## config.mk

```make
export PLATFORM = sky130hd
export DESIGN_NAME = vga_timing
export DESIGN_NICKNAME = d
export VERILOG_FILES = /design/src/rtl/vga_timing_pkg.sv /design/src/rtl/vga_timing_axis_counter.sv /design/src/rtl/vga_timing.sv
export SDC_FILE = /design/constraint.sdc
export NUM_CORES = 1
export LEC_CHECK = 0
export ABC_AREA = 1
export CORE_AREA = 2 2 54 56
export DETAILED_ROUTE_END_ITERATION = 6
export DIE_AREA = 0 0 56 58
export DONT_BUFFER_PORTS = 1
export MAX_ROUTING_LAYER = met4
export PLACE_DENSITY = 0.59
export SYNTH_ARGS = -nofsm -noshare
export SYNTH_HDL_FRONTEND = slang
export SYNTH_SLANG_ARGS = --single-unit
```

## constraint.sdc

```tcl
create_clock -name video_clk -period 2.6 [get_ports video_clk]
set_clock_uncertainty 0.1 [all_clocks]
set_input_delay 0.65 -clock video_clk [delete_from_list [all_inputs] [get_ports video_clk]]
set_output_delay 0.65 -clock video_clk [all_outputs]
set_load 0.1 [all_outputs]
```

## src/rtl/vga_timing_pkg.sv

```systemverilog
// Timing constants for the 640x480@60 VGA raster and shared counter helpers.
// Other modes reuse the same derivations by overriding the vga_timing parameters.
package vga_timing_pkg;

  typedef logic [9:0] count_t;

  localparam int unsigned H_DISPLAY = 640;
  localparam int unsigned H_FRONT   = 16;
  localparam int unsigned H_SYNC    = 96;
  localparam int unsigned H_BACK    = 48;
  localparam int unsigned V_DISPLAY = 480;
  localparam int unsigned V_FRONT   = 10;
  localparam int unsigned V_SYNC    = 2;
  localparam int unsigned V_BACK    = 33;

  localparam count_t H_TOTAL      = count_t'(H_DISPLAY + H_FRONT + H_SYNC + H_BACK);
  localparam count_t V_TOTAL      = count_t'(V_DISPLAY + V_FRONT + V_SYNC + V_BACK);
  localparam count_t H_SYNC_START = count_t'(H_DISPLAY + H_FRONT);
  localparam count_t H_SYNC_END   = count_t'(H_DISPLAY + H_FRONT + H_SYNC - 1);
  localparam count_t V_SYNC_START = count_t'(V_DISPLAY + V_FRONT);
  localparam count_t V_SYNC_END   = count_t'(V_DISPLAY + V_FRONT + V_SYNC - 1);

  function automatic logic in_window(count_t c, count_t first, count_t last);
    return (c >= first) && (c <= last);
  endfunction

endpackage

```

## src/rtl/vga_timing_axis_counter.sv

```systemverilog
// Wrapping position counter for one raster axis; advances when enabled, 0..LAST.
module vga_axis_counter #(
  parameter logic [9:0] LAST = 10'd799
) (
  input  logic       video_clk,
  input  logic       reset,
  input  logic       advance,
  output logic [9:0] count
);
  import vga_timing_pkg::*;

  count_t count_q;

  always_ff @(posedge video_clk) begin
    if (reset) begin
      count_q <= '0;
    end else if (advance) begin
      count_q <= (count_q == LAST) ? '0 : count_q + 10'd1;
    end
  end

  assign count = count_q;

endmodule

```

## src/rtl/vga_timing.sv

```systemverilog
// Raster timing generator: pixel/line counters, registered active-low syncs
// and combinational display-enable decodes of the counters.
module vga_timing #(
  parameter int unsigned H_DISPLAY = vga_timing_pkg::H_DISPLAY,
  parameter int unsigned H_FRONT   = vga_timing_pkg::H_FRONT,
  parameter int unsigned H_SYNC    = vga_timing_pkg::H_SYNC,
  parameter int unsigned H_BACK    = vga_timing_pkg::H_BACK,
  parameter int unsigned V_DISPLAY = vga_timing_pkg::V_DISPLAY,
  parameter int unsigned V_FRONT   = vga_timing_pkg::V_FRONT,
  parameter int unsigned V_SYNC    = vga_timing_pkg::V_SYNC,
  parameter int unsigned V_BACK    = vga_timing_pkg::V_BACK
) (
  input  logic       video_clk,
  input  logic       reset,
  output logic       hsync,
  output logic       vsync,
  output logic [9:0] hcount,
  output logic [9:0] vcount,
  output logic       h_display,
  output logic       v_display,
  output logic       display_active
);
  import vga_timing_pkg::*;

  localparam count_t H_LAST   = count_t'(H_DISPLAY + H_FRONT + H_SYNC + H_BACK - 1);
  localparam count_t V_LAST   = count_t'(V_DISPLAY + V_FRONT + V_SYNC + V_BACK - 1);
  localparam count_t HS_FIRST = count_t'(H_DISPLAY + H_FRONT);
  localparam count_t HS_LAST  = count_t'(H_DISPLAY + H_FRONT + H_SYNC - 1);
  localparam count_t VS_FIRST = count_t'(V_DISPLAY + V_FRONT);
  localparam count_t VS_LAST  = count_t'(V_DISPLAY + V_FRONT + V_SYNC - 1);
  localparam count_t H_VIS    = count_t'(H_DISPLAY);
  localparam count_t V_VIS    = count_t'(V_DISPLAY);

  logic h_wrap;

  vga_axis_counter #(.LAST(H_LAST)) u_hcount (
    .video_clk (video_clk),
    .reset     (reset),
    .advance   (1'b1),
    .count     (hcount)
  );

  vga_axis_counter #(.LAST(V_LAST)) u_vcount (
    .video_clk (video_clk),
    .reset     (reset),
    .advance   (h_wrap),
    .count     (vcount)
  );

  assign h_wrap = (hcount == H_LAST);

  // Syncs decode the pre-increment counters, so they lag the counter outputs by one clock.
  always_ff @(posedge video_clk) begin
    if (reset) begin
      hsync <= 1'b1;
      vsync <= 1'b1;
    end else begin
      hsync <= ~in_window(hcount, HS_FIRST, HS_LAST);
      vsync <= ~in_window(vcount, VS_FIRST, VS_LAST);
    end
  end

  assign h_display      = (hcount < H_VIS);
  assign v_display      = (vcount < V_VIS);
  assign display_active = h_display & v_display;

endmodule

```

==> run summary, run 1 <==
Status - finished, final reports clean
CP cell instances - nand2_1 -> inv_1 -> nor4_4 -> buf_12
Die area - 3250 µm²
Endpoints failing setup - 0
Busiest grt layer - met2
Via count - 1,291
Critical path class - flip-flop to output port
Final HPWL DP - 2.47 mm
Critical path arrival - 1470 ps
Die Width - 56 µm
Maxcap violations - 0
Worst setup SP type - flip-flop
Num CTS Buffers - 3
Power Total - 595 µW
RSZ-0062 raised after global routing - false
First-pass GRT wire length - 5.23 mm
Post-Syn Instances - 186
Drt drc - 0
Slew @ Worst Pin - 341 ps
Pwr dens - 380 nW/µm²
Cell row count - 19
Final Non-Filler Cells - 245
WP buf/inv - 2
FF+latch count, synth - 22
Post-place setup slack - 742 ps
Largest net degree at the start of global routing - 13
Critical path fanouts, max - 6
Core Box Area - 2660 µm²
Post-synth top area cell - dfxtp_1
Peak supply drop - 0.283 mV
Initial antenna violation count - 0
Synth area leaders - dfxtp_1, nand2_1, nor2_1
Area Overhead vs Synth - 24.6%
Nets - 222
Syn. warnings - 0
CTS H-tree depth - 1
Dpl cells - 241
Worst hold start - reset
Post-DR wirelength/cell - 12.8 µm
Syn avg cell area - 6.75 µm²
Hold buffer count at cts - 0
PostCTS Resize Cnt - 0
Die Y - 58 µm
Slew Viols, Final - 0
CTS root buffer - clkbuf_4
Leak Pwr - 0.699 nW
Library cells used by synthesis - 25
CP Capture Type - output port
CTS max path bufs - 2
Count leader, synth - nand2_1
Placed Area - 1530 µm²
Cell area after layout - 1570 µm²
Seq/Total Area, Yosys - 0.351
DRT Pass-1 Iters - 4
Worst path max stage delay - 370 ps
EDFF count, synth - 0
Post CTS Setup Buffer Count - 0
Layout cells sized above 1 - 0.215
Vias in the first global route - 1,189
Initial core utilization - 0.472
Yosys top cell area share - 0.351
Max Fclk - 0.451 GHz
Initial DRC count - 45
Number of vias per cell - 5.27
Delay-heaviest family, CP - simple AND/OR/NAND/NOR gates
Period utilisation layout - 0.853
Synth top cells by count - nand2_1, nor2_1, inv_1, dfxtp_1, nand3_1
Worst-path clk slew - 130 ps
Met3 Use GR - 0.0335
TritonCTS clock tree - yes
Inserted Diodes - 0
Worst Path Required - 1850 ps
Slowest cell on the critical path - dfxtp_1
ANT nets after route - 0
Final worst slack - 382 ps
Clock sink count - 22
Clk_lat worst skew - 310 ps
Tmin final - 2220 ps
Reg2reg start - u_hcount.count[1]
Mapped Area - 1260 µm²
GRT Total Usage - 0.209
Hold Violations, Final - 0
Critical path launch point - u_hcount.count[9]
Grt ovf - 0
Slew headroom - 0.773
Top FF cell, synth - dfxtp_1
Final WL - 3.13 mm
Mapped Nets - 193
Min-Delay Path Class - input port to flip-flop
Fraction of registers with async set/reset - 0
Routability cong. - 0.937
Global-route met1 utilization - 0.252
Ports - 27
Met2 Use GR - 0.368
Port buffer count - 0
Final Core Density - 0.588
cell families (layout without fill, tap and decap cells):
group | count (synthesis) | after routing | share of synthesized area
adders and majority gates | 5 | 5 | 0.0498
xor gates and xnor gates | 1 | 1 | 0.00697
AOI/OAI and AO/OA | 14 | 14 | 0.0647
buffers and inverters | 26 | 54 | 0.0837
DFF | 22 | 22 | 0.351
and+or+nand+nor | 118 | 118 | 0.444
worst paths after layout:
| path | slack [ps] | depth (start not counted) | to |
|---|---|---|---|
| worst max-delay path | 380 | 4 | display_active |
| worst min-delay path | 280 | 1 | u_vcount.count[8] |
| worst max register to register | 830 | 8 | u_vcount.count[3] |
| worst min register to register | 440 | 2 | u_hcount.count[9] |
where the power goes:
part / total [mW] / internal (mW) / switching (mW)
clock: 0.196 / 0.0855 / 0.111
sequential: 0.343 / 0.341 / 0.00212
combinational: 0.0558 / 0.0108 / 0.0450
total: 0.595 / 0.437 / 0.158
metal layers:
metal,up-vias,wire length (µm)
li1,657,-
met1,594,1320
met2,34,1620
met3,6,154
met4,0,36
met5,-,0
layout by cell type (no fill, tap or decap), types with 2 or more instances in the layout:
master    instances
nor3_1            5
nor2_2            4
nor2_4            2
ha_1              5
a21oi_1           9
nand2_2           3
clkbuf_4          3
nand2_1          45
buf_12            3
buf_4            22
nand3_1          15
inv_2             2
inv_1            23
nor2_1           29
dfxtp_1          22
nand4_1           9
nand3_2           2
registers in the layout, indices dropped and copies added, names as in the netlist:
register and cells:
u_hcount.count 10, u_vcount.count 10, hsync 1, vsync 1
area by class of cell:
cell class / instances / area [µm²]
clock buffers: 4 / 36.3
fillers: 238 / 1100
inverters: 25 / 93.8
multi-input cells: 138 / 731
flip-flops and latches: 22 / 440
well taps: 31 / 38.8
repair buffers: 25 / 225
stage by stage:
step | TNS (ps) | hold WS (ps)
floorplan | -308 | 619
global placement | 0 | 389
detailed placement | 0 | 427
CTS | 0 | 285
global route | 0 | 267
finish | 0 | 281
Note: power is estimated with default switching activity, not from simulation.
==> run 2: changes to the inputs <==
Settings changed: CORE_AREA 2 2 54 56 to 2 2 55 57, DIE_AREA 0 0 56 58 to 0 0 57 59, PLACE_DENSITY 0.59 to 0.6, SYNTH_HIERARCHICAL set to 1.
==> run summary, run 2 <==
Syn avg cell area - 7.21 µm² (was 6.75 µm²)
Fraction of registers with async set/reset - 0 (unchanged)
Seq/Total Area, Yosys - 0.334 (was 0.351)
CP Capture Type - output port (unchanged)
Peak supply drop - 0.281 mV (was 0.283 mV)
Clk_lat worst skew - 300 ps (was 310 ps)
Ports - 27 (unchanged)
Grt ovf - 0 (unchanged)
Die Width - 57 µm (was 56 µm)
Power Total - 549 µW (was 595 µW)
Inserted Diodes - 0 (unchanged)
Worst-path clk slew - 120 ps (was 130 ps)
Endpoints failing setup - 0 (unchanged)
Hold Violations, Final - 0 (unchanged)
Nets - 216 (was 222)
RSZ-0062 raised after global routing - false (unchanged)
Yosys top cell area share - 0.334 (was 0.351)
Final HPWL DP - 2.27 mm (was 2.47 mm)
Slew @ Worst Pin - 566 ps (was 341 ps)
DRT Pass-1 Iters - 4 (unchanged)
Slew Viols, Final - 0 (unchanged)
Post-synth top area cell - dfxtp_1 (unchanged)
Slew headroom - 0.622 (was 0.773)
Final Core Density - 0.585 (was 0.588)
Initial core utilization - 0.487 (was 0.472)
Final WL - 2.83 mm (was 3.13 mm)
GRT Total Usage - 0.199 (was 0.209)
Library cells used by synthesis - 33 (was 25)
Hold buffer count at cts - 0 (unchanged)
CTS H-tree depth - 1 (unchanged)
Min-Delay Path Class - input port to flip-flop (unchanged)
TritonCTS clock tree - yes (unchanged)
FF+latch count, synth - 22 (unchanged)
Status - finished, final reports clean (unchanged)
Commonest cells after routing, fill and taps aside - nand2_1, nor2_1, inv_1, dfxtp_1, buf_4 (was nand2_1, nor2_1, inv_1)
PostCTS Resize Cnt - 0 (unchanged)
Worst setup SP type - flip-flop (unchanged)
Mapped Area - 1320 µm² (was 1260 µm²)
Vias in the first global route - 1,211 (was 1,189)
Post-DR wirelength/cell - 11.8 µm (was 12.8 µm)
Num CTS Buffers - 3 (unchanged)
ANT nets after route - 0 (unchanged)
Initial DRC count - 18 (was 45)
Synth top cells by count - nand2_1, nor2_1, dfxtp_1, inv_1, nand3_1 (was nand2_1, nor2_1, inv_1, dfxtp_1, nand3_1)
Post CTS Setup Buffer Count - 0 (unchanged)
Tmin final - 2050 ps (was 2220 ps)
CTS max path bufs - 2 (unchanged)
Die area - 3360 µm² (was 3250 µm²)
Pwr dens - 346 nW/µm² (was 380 nW/µm²)
Setup_tns - 0 ps (unchanged)
First-pass GRT wire length - 5.11 mm (was 5.23 mm)
Post-Syn Instances - 183 (was 186)
Period utilisation layout - 0.790 (was 0.853)
CTS root buffer - clkbuf_4 (unchanged)
Leak Pwr - 0.712 nW (was 0.699 nW)
Core Box Area - 2710 µm² (was 2660 µm²)
Worst Path Required - 1850 ps (about the same)
Critical path arrival - 1300 ps (was 1470 ps)
Layout cells sized above 1 - 0.282 (was 0.215)
Synth area leaders - dfxtp_1, nand2_1, nor2_1 (unchanged)
Port buffer count - 0 (unchanged)
Largest net degree at the start of global routing - 12 (was 13)
Most common cell after layout, fill and taps aside - nand2_1 (unchanged)
Mapped Nets - 188 (was 193)
EDFF count, synth - 0 (unchanged)
Critical path class - flip-flop to output port (unchanged)
Critical path fanouts, max - 2 (was 6)
Area Overhead vs Synth - 20.2% (was 24.6%)
Maxcap violations - 0 (unchanged)
Syn. warnings - 6 (was 0)
Clock sink count - 22 (unchanged)
Initial antenna violation count - 0 (unchanged)
Die Y - 59 µm (was 58 µm)
Cell row count - 19 (unchanged)
Via count - 1,189 (was 1,291)
Drt drc - 0 (unchanged)
Max Fclk - 0.487 GHz (was 0.451 GHz)
Top FF cell, synth - dfxtp_1 (unchanged)
Number of vias per cell - 4.95 (was 5.27)
Routability cong. - 0.802 (was 0.937)
[run 2: cell types whose count changed in the layout (fill, tap and decap cells not counted), moves of 3 or more]
cell,change
nand2_1,-13
nand4_1,-6
a21oi_1,-4
nor2_2,+4
inv_2,+3
xor2_1,+3
[run 2: power by group]
part	switching, mW	internal, mW	total (mW)
Clock	0.102	0.0540	0.156
Combinational	0.0370	0.0122	0.0492
Sequential	0.00344	0.340	0.344
Total	0.142	0.406	0.549
[run 2: cell families after synthesis]
logic type	synth area share
AOI/OAI and AO/OA	0.0758
buffers and inverters	0.0938
other	0.00284
and+or+nand+nor	0.425
muxes	0.00758
DFF	0.334
xor gates and xnor gates	0.0332
adders and majority gates	0.0284
[run 2: routing by layer]
metal  track usage  share of wire
met2         0.365           0.54
met3        0.0415          0.044
met4        0.0631         0.0046
met1         0.215           0.41
met5             -              0
[run 2: stage by stage]
step / instances / area [µm²] / setup WS [ps] / hold WS, ps
3_5_place_dp: 237 / 1560 / 726 / 437
6_report: 240 / 1590 / 546 / 290
2_1_floorplan: 183 / 1320 / -27.9 / 612
3_3_place_gp: 237 / 1560 / 831 / 428
4_1_cts: 240 / 1590 / 515 / 280
5_1_grt: 240 / 1590 / 426 / 263
[run 2: final cells by class]
class	count	area, µm²
fill	269	1120
multi-input combinational	132	758
sequential	22	440
timing repair buffer	25	225
inverter	27	101
tap	31	38.8
clock buffer	3	22.5
[run 2: worst paths after layout]
check                                        from  slack, ps  depth (start not counted)                end
worst min-delay path                        reset        290                          1  u_vcount/count[8]
worst min register to register  u_vcount/count[6]        460                          3              vsync
worst max register to register  u_hcount/count[0]        680                          9  u_vcount/count[9]
worst max-delay path            u_vcount/count[5]        550                          4          v_display
[run 2: worst max-delay path: stages (launching register included)]
cell      delay (ps)
dfxtp_1          360
nand3_1          110
o21bai_1         240
inv_1            110
buf_12           180
